--- config.mk ---
export PLATFORM = sky130hd
export DESIGN_NAME = hazard_pc_ctrl
export DESIGN_NICKNAME = d
export VERILOG_FILES = /design/src/rtl/hazard_pc_ctrl_pkg.sv /design/src/rtl/md_busy_timer.sv /design/src/rtl/hazard_pc_ctrl.sv
export SDC_FILE = /design/constraint.sdc
export NUM_CORES = 1
export LEC_CHECK = 0
export BUFFER_PORTS_ARGS = -buffer_cell sky130_fd_sc_hd__buf_2
export CAP_MARGIN = 15
export CORE_MARGIN = 2
export CORE_UTILIZATION = 51
export CTS_CLUSTER_DIAMETER = 30
export DETAILED_ROUTE_END_ITERATION = 8
export PLACE_DENSITY = 0.95
export RECOVER_POWER = 100
export SLEW_MARGIN = 20
export SYNTH_ARGS = -nofsm -noshare
export SYNTH_HDL_FRONTEND = slang
export SYNTH_SLANG_ARGS = --single-unit
--- constraint.sdc ---
create_clock -name clk -period 4.1 [get_ports clk]
set_clock_uncertainty 0.05 [all_clocks]
set_input_delay 0.41 -clock clk [delete_from_list [all_inputs] [get_ports clk]]
set_output_delay 0.41 -clock clk [all_outputs]
set_load 0.02 [all_outputs]
--- src/rtl/hazard_pc_ctrl_pkg.sv ---
// Shared types and constants for the hazard / next-PC controller and its
// multiply/divide busy timer.
package hazard_pc_ctrl_pkg;

  localparam logic [31:0] RESET_PC_DEFAULT = 32'h0040_0000;

  // Wide enough for a load value of LATENCY-1 with LATENCY up to 64.
  localparam int MD_CNT_W = 6;

  typedef enum logic {
    MD_IDLE = 1'b0,
    MD_RUN  = 1'b1
  } md_state_e;

  function automatic logic [31:0] seq_pc(input logic [31:0] pc);
    return pc + 32'd4;
  endfunction

endpackage

--- src/rtl/md_busy_timer.sv ---
// Tracks how long the multiply/divide unit stays occupied after an accepted
// start: a two-state FSM plus a down-counter loaded with LATENCY-1.
module md_busy_timer
  import hazard_pc_ctrl_pkg::*;
#(
  parameter int MUL_LATENCY = 4,
  parameter int DIV_LATENCY = 32
) (
  input  logic clk,
  input  logic rst,
  input  logic ena,
  input  logic md_accept,
  input  logic md_is_div,
  output logic md_busy
);

  localparam logic [MD_CNT_W-1:0] MUL_LOAD = MD_CNT_W'(MUL_LATENCY - 1);
  localparam logic [MD_CNT_W-1:0] DIV_LOAD = MD_CNT_W'(DIV_LATENCY - 1);

  md_state_e             state, state_next;
  logic [MD_CNT_W-1:0]   md_cnt, md_cnt_next;

  // NOTE: non-blocking assignments in always_ff so every register updates
  // from pre-edge values, independent of statement order.
  always_ff @(posedge clk or posedge rst) begin
    if (rst) begin
      state  <= MD_IDLE;
      md_cnt <= '0;
    end else if (ena) begin
      state  <= state_next;
      md_cnt <= md_cnt_next;
    end
  end

  // NOTE: every always_comb output gets its default first, so no path can
  // leave one unassigned and infer a latch.
  always_comb begin
    state_next  = state;
    md_cnt_next = md_cnt;
    unique case (state)
      MD_IDLE: begin
        if (md_accept) begin
          state_next  = MD_RUN;
          md_cnt_next = md_is_div ? DIV_LOAD : MUL_LOAD;
        end
      end
      MD_RUN: begin
        // A new accept cannot land here: the hazard logic blocks it while busy.
        if (md_cnt == '0) state_next = MD_IDLE;
        else              md_cnt_next = md_cnt - 1'b1;
      end
      default: state_next = MD_IDLE;
    endcase
  end

  assign md_busy = (state == MD_RUN);

endmodule

--- src/rtl/hazard_pc_ctrl.sv ---
// Hazard detection and next-PC selection for the 5-stage MIPS pipeline:
// load-use interlock, ID-stage redirects and mult/div busy stalls.
module hazard_pc_ctrl
  import hazard_pc_ctrl_pkg::*;
#(
  parameter logic [31:0] RESET_PC    = RESET_PC_DEFAULT,
  parameter int          MUL_LATENCY = 4,
  parameter int          DIV_LATENCY = 32
) (
  input  logic        clk,
  input  logic        rst,
  input  logic        ena,
  input  logic [31:0] pc_cur,
  input  logic [4:0]  id_rs,
  input  logic [4:0]  id_rt,
  input  logic        id_use_rs,
  input  logic        id_use_rt,
  input  logic        ex_mem_read,
  input  logic [4:0]  ex_rd,
  input  logic        id_branch_taken,
  input  logic [31:0] id_branch_target,
  input  logic        id_jump,
  input  logic [31:0] id_jump_target,
  input  logic        id_md_start,
  input  logic        id_md_is_div,
  input  logic        id_hilo_read,
  output logic [31:0] pc_next,
  output logic        pc_stall,
  output logic        ifid_stall,
  output logic        ifid_flush,
  output logic        idex_bubble,
  output logic        md_busy,
  output logic        md_accept,
  output logic [31:0] stall_cnt
);

  logic rs_match, rt_match;
  logic load_hz, md_hz, hz;

  assign rs_match = id_use_rs && (id_rs == ex_rd);
  assign rt_match = id_use_rt && (id_rt == ex_rd);
  // $zero is never a real dependency, even if a load names it.
  assign load_hz  = ex_mem_read && (ex_rd != 5'd0) && (rs_match || rt_match);
  assign md_hz    = md_busy && (id_hilo_read || id_md_start);
  assign hz       = load_hz || md_hz;

  always_comb begin
    pc_next     = pc_cur;
    pc_stall    = 1'b0;
    ifid_stall  = 1'b0;
    ifid_flush  = 1'b0;
    idex_bubble = 1'b0;
    md_accept   = 1'b0;
    if (rst) begin
      pc_next = RESET_PC;
    end else if (!ena) begin
      // Frozen pipeline: hold PC and IF/ID without disturbing ID/EX.
      pc_stall   = 1'b1;
      ifid_stall = 1'b1;
    end else if (hz) begin
      pc_stall    = 1'b1;
      ifid_stall  = 1'b1;
      idex_bubble = 1'b1;
    end else begin
      md_accept = id_md_start;
      if (id_jump) begin
        pc_next    = id_jump_target;
        ifid_flush = 1'b1;
      end else if (id_branch_taken) begin
        pc_next    = id_branch_target;
        ifid_flush = 1'b1;
      end else begin
        pc_next = seq_pc(pc_cur);
      end
    end
  end

  always_ff @(posedge clk or posedge rst) begin
    if (rst) begin
      stall_cnt <= '0;
    end else if (ena && pc_stall && (stall_cnt != '1)) begin
      stall_cnt <= stall_cnt + 32'd1;
    end
  end

  md_busy_timer #(
    .MUL_LATENCY (MUL_LATENCY),
    .DIV_LATENCY (DIV_LATENCY)
  ) u_md_timer (
    .clk       (clk),
    .rst       (rst),
    .ena       (ena),
    .md_accept (md_accept),
    .md_is_div (id_md_is_div),
    .md_busy   (md_busy)
  );

endmodule

### After elaboration in Yosys (flattened, before gate mapping)

Cells that the tools add are included.

* add/sub/neg operators: 3
* bitwise operators: 1
* equality and inequality tests: 5
* multiplexer cells: 25
* reductions and logical operators: 13

Operators by type and width (number)
* $mux 32: 5
* $add 32x1->32 const B: 1
* $add 32x3->32 const B: 1
* $ne 32x32->1 const B: 1
* $mux 1: 15
* $mux 6: 2
* $pmux 6 s2: 1
* $eq 5x5->1: 2
* $logic_and 1x1->1: 7
* $logic_not 6->1: 1
* $sub 6x1->6 const B: 1
* $mux 5: 1
* $reduce_bool 5->1: 1
* $ne 2x2->1 const B: 2
* $logic_or 1x1->1: 3
* $reduce_and 3->1: 1
* $pmux 1 s2: 1
* $not 1->1: 1

* register bits after elaboration: 39
* word-level logic and storage cells: 50
* output and inout port bits: 70

### Longest topological paths before layout

Gate-level depths: netlist of run 1.

* depth after elaboration: 10
* depth in mapped cells: 9
* mapped depth without buffers: 8

### By module

Synthesis of run 1 repeated with hierarchy kept, for this count alone.

* cell total of the unflattened synthesis: 519
* area total of the unflattened synthesis: 3857.4 µm²

Modules (own cells, without submodules)
* hazard_pc_ctrl: instances 1, sequential area each 800.8 µm², cells each 472, area each 3402.0 µm²
* md_busy_timer: instances 1, sequential area each 175.2 µm², cells each 47, area each 455.4 µm²

### Worst setup path after synthesis of run 1

No wires, ideal clock.

* path type: in2out
* from: input port ex_rd[0]
* to: output port pc_next[15]
* slack: 1.381 ns
* stages on the path: 5
* data arrival time: 2.259 ns
* path buffers: 0
* cell sequence: or4_4 -> o21a_4 -> a211oi_4 -> nor2_1 -> a311oi_1

* word-level cells in the longest chain between the ends: 8

RTL lines
* start, declared: line hazard_pc_ctrl.sv:19 `input logic [4:0] ex_rd,`
* $eq 5x5->1, on equally long branches: line hazard_pc_ctrl.sv:40, hazard_pc_ctrl.sv:41
* $logic_and 1x1->1, on equally long branches: line hazard_pc_ctrl.sv:40, hazard_pc_ctrl.sv:41
* $logic_or 1x1->1: line hazard_pc_ctrl.sv:43 `assign load_hz = ex_mem_read && (ex_rd != 5'd0) && (rs_match || rt_match);`
* $logic_and 1x1->1 (*): line hazard_pc_ctrl.sv:43
* $logic_or 1x1->1 (*): line hazard_pc_ctrl.sv:45 `assign hz = load_hz || md_hz;`
* $mux 32 (*): line hazard_pc_ctrl.sv:60 `end else if (hz) begin`
* $mux 32 (*): line hazard_pc_ctrl.sv:56 `end else if (!ena) begin`
* $mux 32 (*): line hazard_pc_ctrl.sv:54 `if (rst) begin`
* end, declared: line hazard_pc_ctrl.sv:27 `output logic [31:0] pc_next,`

Every way passes the cells marked *; elsewhere a longest branch is shown, timed or not.

### Final worst setup path of run 1

* from: input port ex_rd[0]
* to: output port pc_next[31]

The elaborated chain is that of the path after synthesis.

==> results of run 1 <==
worst max-delay path: cells and delay by family:
| kind | cells | cell delay, ns |
|---|---|---|
| AOI/OAI and AO/OA | 3 | 1.16 |
| and+or+nand+nor | 2 | 1.12 |
| buffers and inverters | 2 | 0.43 |
per-stage QoR:
| stage | setup slack [ns] | instance area (sq um) |
|---|---|---|
| global route | 0.351 | 4740 |
| detailed placement | 0.883 | 4780 |
| finish | 0.491 | 4740 |
| CTS | 0.875 | 4870 |
| floorplan | 1.38 | 3830 |
| global placement | 0.960 | 4780 |
final cells by class:
class | count | share of cell area
clock buffers | 6 | 0.0153
clock inverters | 2 | 0.00264
inverters | 18 | 0.0153
multi-input cells | 404 | 0.541
flip-flops and latches | 39 | 0.206
well taps | 99 | 0.0261
repair buffers | 195 | 0.193
worst paths after layout:
path	start	endpoint	slack, ns	cells after the start
worst min register to register	stall_cnt[23]	stall_cnt[23]	0.44	1
min in group clk	ena	u_md_timer.md_busy	0.34	2
max in group asynchronous	rst	stall_cnt[12]	3.29	3
worst max register to register	stall_cnt[3]	stall_cnt[15]	0.99	7
worst max-delay path	ex_rd[0]	pc_next[31]	0.49	7
worst min-delay path	rst	stall_cnt[25]	0.33	3
cell families (layout without fill, tap and decap cells):
kind of cell / Yosys count / after routing
and+or+nand+nor: 216 / 216
xor gates and xnor gates: 51 / 51
adders and majority gates: 4 / 4
AOI/OAI and AO/OA: 121 / 121
muxes: 12 / 12
buffers and inverters: 45 / 221
DFF: 39 / 39
sequential cells by signal, indices dropped and copies added (netlist names):
signal / cells
u_md_timer.md_cnt: 6
stall_cnt: 32
u_md_timer.md_busy: 1
routing by layer:
| metal | vias up | GRT usage | share of wire |
|---|---|---|---|
| li1 | 2134 | - | - |
| met1 | 2120 | 0.359 | 0.38 |
| met2 | 241 | 0.524 | 0.50 |
| met3 | 56 | 0.0442 | 0.073 |
| met4 | 0 | 0.138 | 0.046 |
| met5 | - | 0 | 0 |
power by group:
part	internal, mW	switching, mW	leakage, nW	total (mW)
clock network	0.119	0.136	0.0412	0.255
registers	0.437	0.0623	0.522	0.499
logic	0.221	0.392	1.53	0.613
synthesized netlist by cell type (2+ instances only):
| library cell | instances | area (sq um) |
|---|---|---|
| a311oi_1 | 2 | 17.5 |
| o211ai_1 | 5 | 37.5 |
| nor2b_1 | 2 | 12.5 |
| nor3_1 | 13 | 65.1 |
| o21ai_0 | 16 | 80.1 |
| and4_1 | 6 | 52.6 |
| nand4_1 | 21 | 131 |
| or4_4 | 2 | 22.5 |
| nor4_1 | 3 | 18.8 |
| ha_1 | 4 | 50.1 |
| nand3_2 | 2 | 20.0 |
| buf_1 | 4 | 15.0 |
| and2_1 | 7 | 43.8 |
| o22ai_1 | 4 | 25.0 |
| a211oi_1 | 6 | 45.0 |
| inv_1 | 17 | 63.8 |
| a31oi_1 | 3 | 18.8 |
| nand2b_1 | 4 | 25.0 |
| xor2_1 | 10 | 87.6 |
| nand3_1 | 28 | 140 |
| mux2i_1 | 10 | 100 |
| or3_1 | 2 | 12.5 |
| nand2_1 | 54 | 203 |
| o32ai_1 | 8 | 70.1 |
| xnor2_1 | 41 | 359 |
| buf_4 | 3 | 22.5 |
| a21oi_1 | 31 | 155 |
| clkbuf_1 | 13 | 48.8 |
| o31ai_1 | 6 | 45.0 |
| mux2_1 | 2 | 22.5 |
| o21ai_1 | 18 | 90.1 |
| nor4_4 | 3 | 63.8 |
| buf_6 | 6 | 67.6 |
| a221o_1 | 3 | 30.0 |
| dfrtp_1 | 39 | 976 |
| and3_1 | 12 | 75.1 |
| nor2_1 | 45 | 169 |
==> impl_metrics.json, run 1 <==
{
  "status": "finished, final reports clean",
  "fin_cells": 763,
  "drt_iter0_markers": 323,
  "drive_above_1_share": 0.253,
  "fp.dieW_microns": 90.6,
  "ctsHtreeMaxLevel": 2,
  "synthXorXnorAreaFrac": 0.117,
  "numClockSinks": 39,
  "n_fill_cell": 633,
  "grt_pass1_wl_microns": 20400,
  "postCtsSetupBuffers": 0,
  "synthesis.area_sq_um": 3830,
  "syn_to_final_growth_pct": 23.9,
  "post-route-util": 0.654,
  "finalPower_mw": 1.37,
  "antenna_found_initial": 0,
  "clock_latency_ns": 0.29,
  "synth_top_family_by_area": "simple AND/OR/NAND/NOR gates",
  "worstMarginPinSlew_ns": 1.30,
  "portBuffers": 191,
  "crit_slowest_cell": "nand2_1",
  "num_io_pins": 192,
  "ys_seq_area_frac": 0.255,
  "synth_edf_count": 0,
  "grt_pass1_vias": 4301,
  "layout_common_cells": "136 x buf_2, 56 x clkbuf_1, 55 x nand2_1",
  "cp.arrival_ns": 3.15,
  "firstDrtPassIters": 5,
  "synth-simple-area-share": 0.308,
  "synth_mux_area_frac": 0.0320,
  "maxCapViolCount": 0,
  "grt_usage": 0.299,
  "wl_per_cell_microns": 16.6,
  "period_share": 0.880,
  "cts_buffer_depth": 2,
  "setup_viol": 0,
  "post-dp-hpwl_microns": 9810,
  "crit_fanout": 16,
  "placementRows": 31,
  "ys_types": 70,
  "worstSetupStartpointType": "primary input",
  "fin_setup_tns_ns": 0,
  "gp_congestion": 0.995,
  "placed_cells": 755,
  "cts.hold.buffers_added": 0,
  "via_count": 4551,
  "fmax_mhz": 277,
  "syn_nets": 614,
  "diodes": 0,
  "die_area_sq_um": 8220,
  "synth_compound_area_frac": 0.215,
  "grt_max_degree": 52,
  "leakage_nw": 2.10,
  "final-seq-area_sq_um": 976,
  "hp-class": "primary input to async pin",
  "routed_wl_microns": 12700,
  "slew_violations": 0,
  "crit_type": "primary input to output pin",
  "syn_inst": 488,
  "synth_flop_cell": "dfrtp_1",
  "whs_ns": 0.326,
  "cp_cell_sequence": "buf_2 > or4_4 > o21a_4 > a21oi_1 > nand2_1 > o32ai_2 > clkbuf_1",
  "cts_root_buf": "clkbuf_8",
  "layout_commonest_cell": "buf_2",
  "yosys_warnings": 0,
  "overflow": 0,
  "postSynthAreaPerCell_sq_um": 7.85,
  "die_h_microns": 90.6,
  "rsz0062_at_grt": "no",
  "period_needed_ns": 3.61,
  "coreArea_sq_um": 7250,
  "slowest_delay_ns": 0.57,
  "cts_tree": "yes",
  "irDropWorstVdd_mv": 0.175,
  "final_net_count": 789,
  "required_ns": 3.64,
  "cts_buffers": 5,
  "avgViaCountPerCell": 5.96,
  "synth_seq_cells": 39,
  "end_kind": "output pin",
  "synthArstFlopShare": 1.00,
  "hold_viol_final": 0,
  "slew_headroom": 0.129,
  "multi_input_area_sq_um": 2570,
  "initial_utilization": 0.528,
  "postCtsResizedCells": 0,
  "yosys.area_share.adder": 0.0131,
  "power-per-cell-area_nw_per_um2": 288,
  "path_clk_slew_ns": 0.08,
  "antenna_left": 0,
  "drc": 0
}
No activity file was read; power rests on OpenSTA's default activity.
==> run 2, diff against run 1 <==
--- a/config.mk
+++ b/config.mk
@@ -13,6 +13,7 @@
 export DETAILED_ROUTE_END_ITERATION = 8
 export PLACE_DENSITY = 0.95
 export RECOVER_POWER = 100
+export SETUP_SLACK_MARGIN = 0.02
 export SLEW_MARGIN = 20
 export SYNTH_ARGS = -nofsm -noshare
 export SYNTH_HDL_FRONTEND = slang
==> constraint.sdc (replaced) <==
create_clock -name clk -period 4.1 [get_ports clk]
set_clock_uncertainty 0.05 [all_clocks]
set_input_delay 0.615 -clock clk [delete_from_list [all_inputs] [get_ports clk]]
set_output_delay 0.615 -clock clk [all_outputs]
set_load 0.02 [all_outputs]
==> run 2 against run 1 <==
Design area increased by 0.34%; worst hold slack improved by 0.12 ns; clock power increased by 29%; flip-flop and latch count unchanged; non-clock buffer count increased by 1; final cell count increased by 0.26%; critical path depth increased by 1; wire length decreased by 0.43%; largest cell class unchanged; largest power group unchanged.
==> impl_metrics.json, run 2 (same netlist as run 1, synthesis figures left out) <==
{
  "setup_viol": 0,
  "crit_type": "primary input to output pin",
  "die_area_sq_um": 8220,
  "grt_pass1_vias": 4324,
  "numClockSinks": 39,
  "power-per-cell-area_nw_per_um2": 304,
  "drive_above_1_share": 0.238,
  "finalPower_mw": 1.44,
  "rsz0062_at_grt": "no",
  "worst-r2r-setup-slack_ns": 1.01,
  "hold_viol_final": 0,
  "post-dp-hpwl_microns": 9860,
  "ctsHtreeMaxLevel": 2,
  "clock_latency_ns": 0.30,
  "drt_iter0_markers": 303,
  "postCtsSetupBuffers": 0,
  "top_register": "stall_cnt",
  "layout_common_cells": "127 x buf_2, 65 x clkbuf_1, 55 x nand2_1",
  "required_ns": 3.43,
  "drc": 0,
  "cts_root_buf": "clkbuf_8",
  "n_fill_cell": 645,
  "slew_violations": 0,
  "end_kind": "output pin",
  "cts_buffers": 5,
  "grt_max_degree": 48,
  "final_net_count": 790,
  "fin_area_sq_um": 4760,
  "grt_pass1_wl_microns": 20300,
  "placed_cells": 756,
  "swShare": 0.418,
  "dp_worst_setup_slack_ns": 0.697,
  "fmax_mhz": 270,
  "fin_cells": 765,
  "period_share": 0.902,
  "antenna_left": 0,
  "crit_fanout": 16,
  "fp.dieW_microns": 90.6,
  "setup_ws_ns": 0.402,
  "die_h_microns": 90.6,
  "cp_cell_sequence": "buf_2 > or4_4 > o21a_4 > a21oi_1 > nand2_4 > nor3_1 > a32o_1 > clkbuf_1",
  "maxCapViolCount": 0,
  "cp.arrival_ns": 3.03,
  "worstSetupEndpoint": "pc_next[26]",
  "status": "finished, final reports clean",
  "leakage_nw": 2.08,
  "routed_wl_microns": 12600,
  "wl_per_cell_microns": 16.5,
  "slew_headroom": 0.126,
  "power_frac_comb": 0.427,
  "worst_r2r_path_depth": 7,
  "fin_setup_tns_ns": 0,
  "irDropWorstVdd_mv": 0.152,
  "worstSetupStartpointType": "primary input",
  "num_io_pins": 192,
  "seq_power_share": 0.346,
  "cts.hold.buffers_added": 0,
  "via_count": 4557,
  "portBuffers": 191,
  "path_clk_slew_ns": 0.09,
  "avgViaCountPerCell": 5.96,
  "worstMarginPinSlew_ns": 1.30,
  "layout_commonest_cell": "buf_2",
  "rr_endpoint": "stall_cnt[29]",
  "period_needed_ns": 3.70,
  "overflow": 0,
  "grt_usage": 0.299,
  "slowest_delay_ns": 0.60,
  "cts_buffer_depth": 2,
  "placementRows": 31,
  "place_area_sq_um": 4790,
  "r2r-start": "stall_cnt[3]",
  "antenna_found_initial": 0,
  "multi_input_area_sq_um": 2560,
  "final-seq-area_sq_um": 976,
  "internal-power_mw": 0.841,
  "crit_slowest_cell": "a21oi_1",
  "crit_path_start": "ex_rd[0]",
  "largest_reg_flops": 32,
  "firstDrtPassIters": 5,
  "syn_to_final_growth_pct": 24.3,
  "cts_tree": "yes",
  "initial_utilization": 0.528,
  "gp_congestion": 0.955,
  "hp-class": "flip-flop to flip-flop",
  "coreArea_sq_um": 7250,
  "pwr-share-clk": 0.227,
  "postCtsResizedCells": 0,
  "power_switching_mw": 0.603
}
-- run 2: cell count changes in the layout (fill, tap and decap cells not counted), moves of 7 or more --
cell,before,now
buf_2,136,127
o21ai_0,25,18
clkbuf_1,56,65
o21ai_1,8,15
-- run 2: power groups by stage --
| stage | Clock [mW] | Sequential (mW) | Combinational [mW] |
|---|---|---|---|
| after detailed placement | 0 | 0.504 | 0.633 |
| after CTS | 0.329 | 0.498 | 0.637 |
| after global routing | 0.342 | 0.508 | 0.671 |
| final | 0.328 | 0.500 | 0.616 |
| after global placement | 0 | 0.496 | 0.608 |
| after floorplan | 0 | 0.517 | 0.402 |
-- run 2: worst min-delay path by stage --
stage | from | to | slack (ns) | cells after the start
finish | stall_cnt[23] | stall_cnt[23] | 0.44 | 1
global route | stall_cnt[8] | stall_cnt[8] | 0.46 | 1
CTS | stall_cnt[8] | stall_cnt[8] | 0.44 | 1
detailed placement | stall_cnt[8] | stall_cnt[8] | 0.43 | 1
global placement | stall_cnt[5] | stall_cnt[5] | 0.42 | 1
floorplan | u_md_timer.md_cnt[5] | u_md_timer.md_cnt[5] | 0.43 | 2
-- run 2: routing by layer --
layer / track usage / vias up / share of wire
li1: - / 2138 / -
met1: 0.358 / 2101 / 0.39
met2: 0.533 / 262 / 0.50
met3: 0.0501 / 56 / 0.071
met4: 0.118 / 0 / 0.039
met5: 0 / - / 0
-- run 2: area by class of cell --
class,instances,share of cell area
flip-flops and latches,39,0.205
clock buffers,5,0.0145
well taps,99,0.0260
inverters,18,0.0153
diodes,1,0.000526
repair buffers,196,0.191
multi-input cells,404,0.538
clock inverters,3,0.00920
-- run 2: per-stage QoR --
stage	utilization	hold slack, ns
detailed placement	0.661	0.432
global route	0.656	0.462
floorplan	-	0.426
finish	0.656	0.443
global placement	0.661	0.421
CTS	0.676	0.442
-- run 2: critical path, delay by kind of cell --
| family | cells | cell delay (ns) |
|---|---|---|
| AND/OR/NAND/NOR | 3 | 1.06 |
| buffers and inverters | 2 | 0.38 |
| AO/OA/AOI/OAI | 3 | 0.96 |
==> run 3, diff against run 2 <==
--- a/config.mk
+++ b/config.mk
@@ -8,10 +8,10 @@
 export BUFFER_PORTS_ARGS = -buffer_cell sky130_fd_sc_hd__buf_2
 export CAP_MARGIN = 15
 export CORE_MARGIN = 2
-export CORE_UTILIZATION = 51
+export CORE_UTILIZATION = 47
 export CTS_CLUSTER_DIAMETER = 30
 export DETAILED_ROUTE_END_ITERATION = 8
-export PLACE_DENSITY = 0.95
+export PLACE_DENSITY = 0.89
 export RECOVER_POWER = 100
 export SETUP_SLACK_MARGIN = 0.02
 export SLEW_MARGIN = 20
==> constraint.sdc (replaced) <==
create_clock -name clk -period 3.5 [get_ports clk]
set_clock_uncertainty 0.05 [all_clocks]
set_input_delay 0.525 -clock clk [delete_from_list [all_inputs] [get_ports clk]]
set_output_delay 0.525 -clock clk [all_outputs]
set_load 0.02 [all_outputs]
==> run 3 against run 2 <==
Clock power down 9.1%; global-route usage shrank 1.3 points; wire length rose by 2.3%; count of clock-buffer cells in the layout is 1 higher; worst hold slack lost 0.0056 ns; design area grew 0.87%; flip-flop and latch count unchanged; power grew 11%; first-iteration DRC count up 12%; sequential power increased by 17%; largest cell class unchanged; highest routed layer unchanged.
==> impl_metrics.json, run 3 (same netlist as run 1, synthesis figures left out) <==
{
  "portBuffers": 191,
  "dr_wl_met3_microns": 1100,
  "pwr-share-clk": 0.186,
  "setup_viol": 0,
  "layout_common_cells": "134 x buf_2, 57 x clkbuf_1, 56 x nand2_1",
  "crit_fanout": 16,
  "seq_power_share": 0.363,
  "clock_latency_ns": 0.29,
  "internal-power_mw": 0.918,
  "numClockSinks": 39,
  "crit_slowest_cell": "or4_4",
  "worstMarginPinSlew_ns": 1.28,
  "power_frac_comb": 0.451,
  "worstSetupStartpointType": "primary input",
  "routed_wl_microns": 12900,
  "drt_iter0_markers": 339,
  "cp_common_cell": "buf_2",
  "path_buf_inv": 2,
  "grt_usage": 0.286,
  "fin_setup_tns_ns": 0,
  "critPathTopFamily": "simple AND/OR/NAND/NOR gates",
  "top_register": "stall_cnt",
  "swShare": 0.428,
  "leakage_nw": 2.13,
  "slew_violations": 0,
  "maxCapViolCount": 0,
  "drc": 0,
  "period_needed_ns": 3.27,
  "final_net_count": 799,
  "antenna_found_initial": 0,
  "wl_per_cell_microns": 16.6,
  "diodes": 0,
  "cp_cell_sequence": "buf_2 > or4_4 > o21a_4 > a21oi_4 > nand2_1 > nor3_1 > a32o_1 > buf_2",
  "grt_max_degree": 48,
  "grt_pass1_wl_microns": 20500,
  "irDropWorstVdd_mv": 0.167,
  "power-per-cell-area_nw_per_um2": 335,
  "cp.arrival_ns": 2.70,
  "whs_ns": 0.437,
  "cts_buffer_depth": 2,
  "grt_pass1_vias": 4382,
  "postCtsResizedCells": 0,
  "largest_reg_flops": 32,
  "drive_above_1_share": 0.258,
  "slew_headroom": 0.141,
  "cts.hold.buffers_added": 0,
  "slowest_delay_ns": 0.54,
  "fmax_mhz": 305,
  "placementRows": 32,
  "firstDrtPassIters": 5,
  "coreArea_sq_um": 7810,
  "avgViaCountPerCell": 5.88,
  "wl_met2_microns": 6400,
  "overflow": 0,
  "path_clk_slew_ns": 0.08,
  "top_layer_used": "met4",
  "via_count": 4562,
  "cts_buffers": 5,
  "layout_commonest_cell": "buf_2",
  "cts_tree": "yes",
  "m1WireLength_microns": 5010,
  "gp_congestion": 0.922,
  "status": "finished, final reports clean",
  "initial_utilization": 0.490,
  "ctsHtreeMaxLevel": 2,
  "crit_type": "primary input to output pin",
  "required_ns": 2.92,
  "cts_root_buf": "clkbuf_8",
  "end_kind": "output pin",
  "power_switching_mw": 0.687,
  "fp.dieW_microns": 94.3,
  "syn_to_final_growth_pct": 25.4,
  "hp-class": "primary input to async pin",
  "antenna_left": 0,
  "die_area_sq_um": 8880,
  "hold_viol_final": 0,
  "period_share": 0.936,
  "die_h_microns": 94.3,
  "rsz0062_at_grt": "no",
  "post-dp-hpwl_microns": 10400,
  "postCtsSetupBuffers": 0,
  "num_io_pins": 192
}
==> run 3: final timing paths <==
| path | startpoint | to | slack, ns | depth (start not counted) |
|---|---|---|---|---|
| setup reg to reg | stall_cnt[3] | stall_cnt[23] | 0.43 | 7 |
| min in group clk | stall_cnt[19] | stall_cnt[19] | 0.45 | 1 |
| hold reg to reg | stall_cnt[19] | stall_cnt[19] | 0.45 | 1 |
| hold / removal | rst | u_md_timer.md_cnt[4] | 0.44 | 3 |
| max in group asynchronous | rst | stall_cnt[0] | 2.54 | 3 |
| setup / recovery | ex_rd[0] | pc_next[26] | 0.23 | 8 |
==> run 3: final cells by class <==
type / instances / area [sq um]
Clock buffer: 6 / 72.6
Clock inverter: 2 / 12.5
Fill cell: 724 / 3010
Inverter: 18 / 71.3
Multi-Input combinational cell: 404 / 2550
Sequential cell: 39 / 976
Tap cell: 102 / 128
Timing Repair Buffer: 205 / 988
==> run 3: power by group through the flow <==
stage | Clock [mW] | Combinational [mW] | Sequential (mW)
global route | 0.320 | 0.790 | 0.594
floorplan | 0 | 0.471 | 0.605
global placement | 0 | 0.726 | 0.583
detailed placement | 0 | 0.757 | 0.588
CTS | 0.304 | 0.760 | 0.580
finish | 0.298 | 0.724 | 0.584
==> run 3: through the flow <==
step | util | setup slack (ns) | std cells | instance area [sq um] | power [mW]
floorplan | - | 0.551 | 488 | 3830 | 1.08
finish | 0.615 | 0.225 | 776 | 4800 | 1.61
global placement | 0.623 | 0.382 | 768 | 4860 | 1.31
global route | 0.615 | 0.0520 | 776 | 4800 | 1.70
detailed placement | 0.623 | 0.338 | 768 | 4860 | 1.35
CTS | 0.634 | 0.322 | 776 | 4950 | 1.64
==> run 3: per-layer routing <==
metal | vias up | GRT usage
li1 | 2152 | -
met1 | 2145 | 0.346
met2 | 233 | 0.500
met3 | 32 | 0.0554
met4 | 0 | 0.110
met5 | - | 0
==> run 3: worst register-to-register path, stage by stage (launching register included) <==
cell and delay, ns:
dfrtp_1 0.43, and4_1 0.24, and4_1 0.28, and4_1 0.31, and3_1 0.22, nor3_2 0.96, and4_1 0.35, xor2_1 0.16
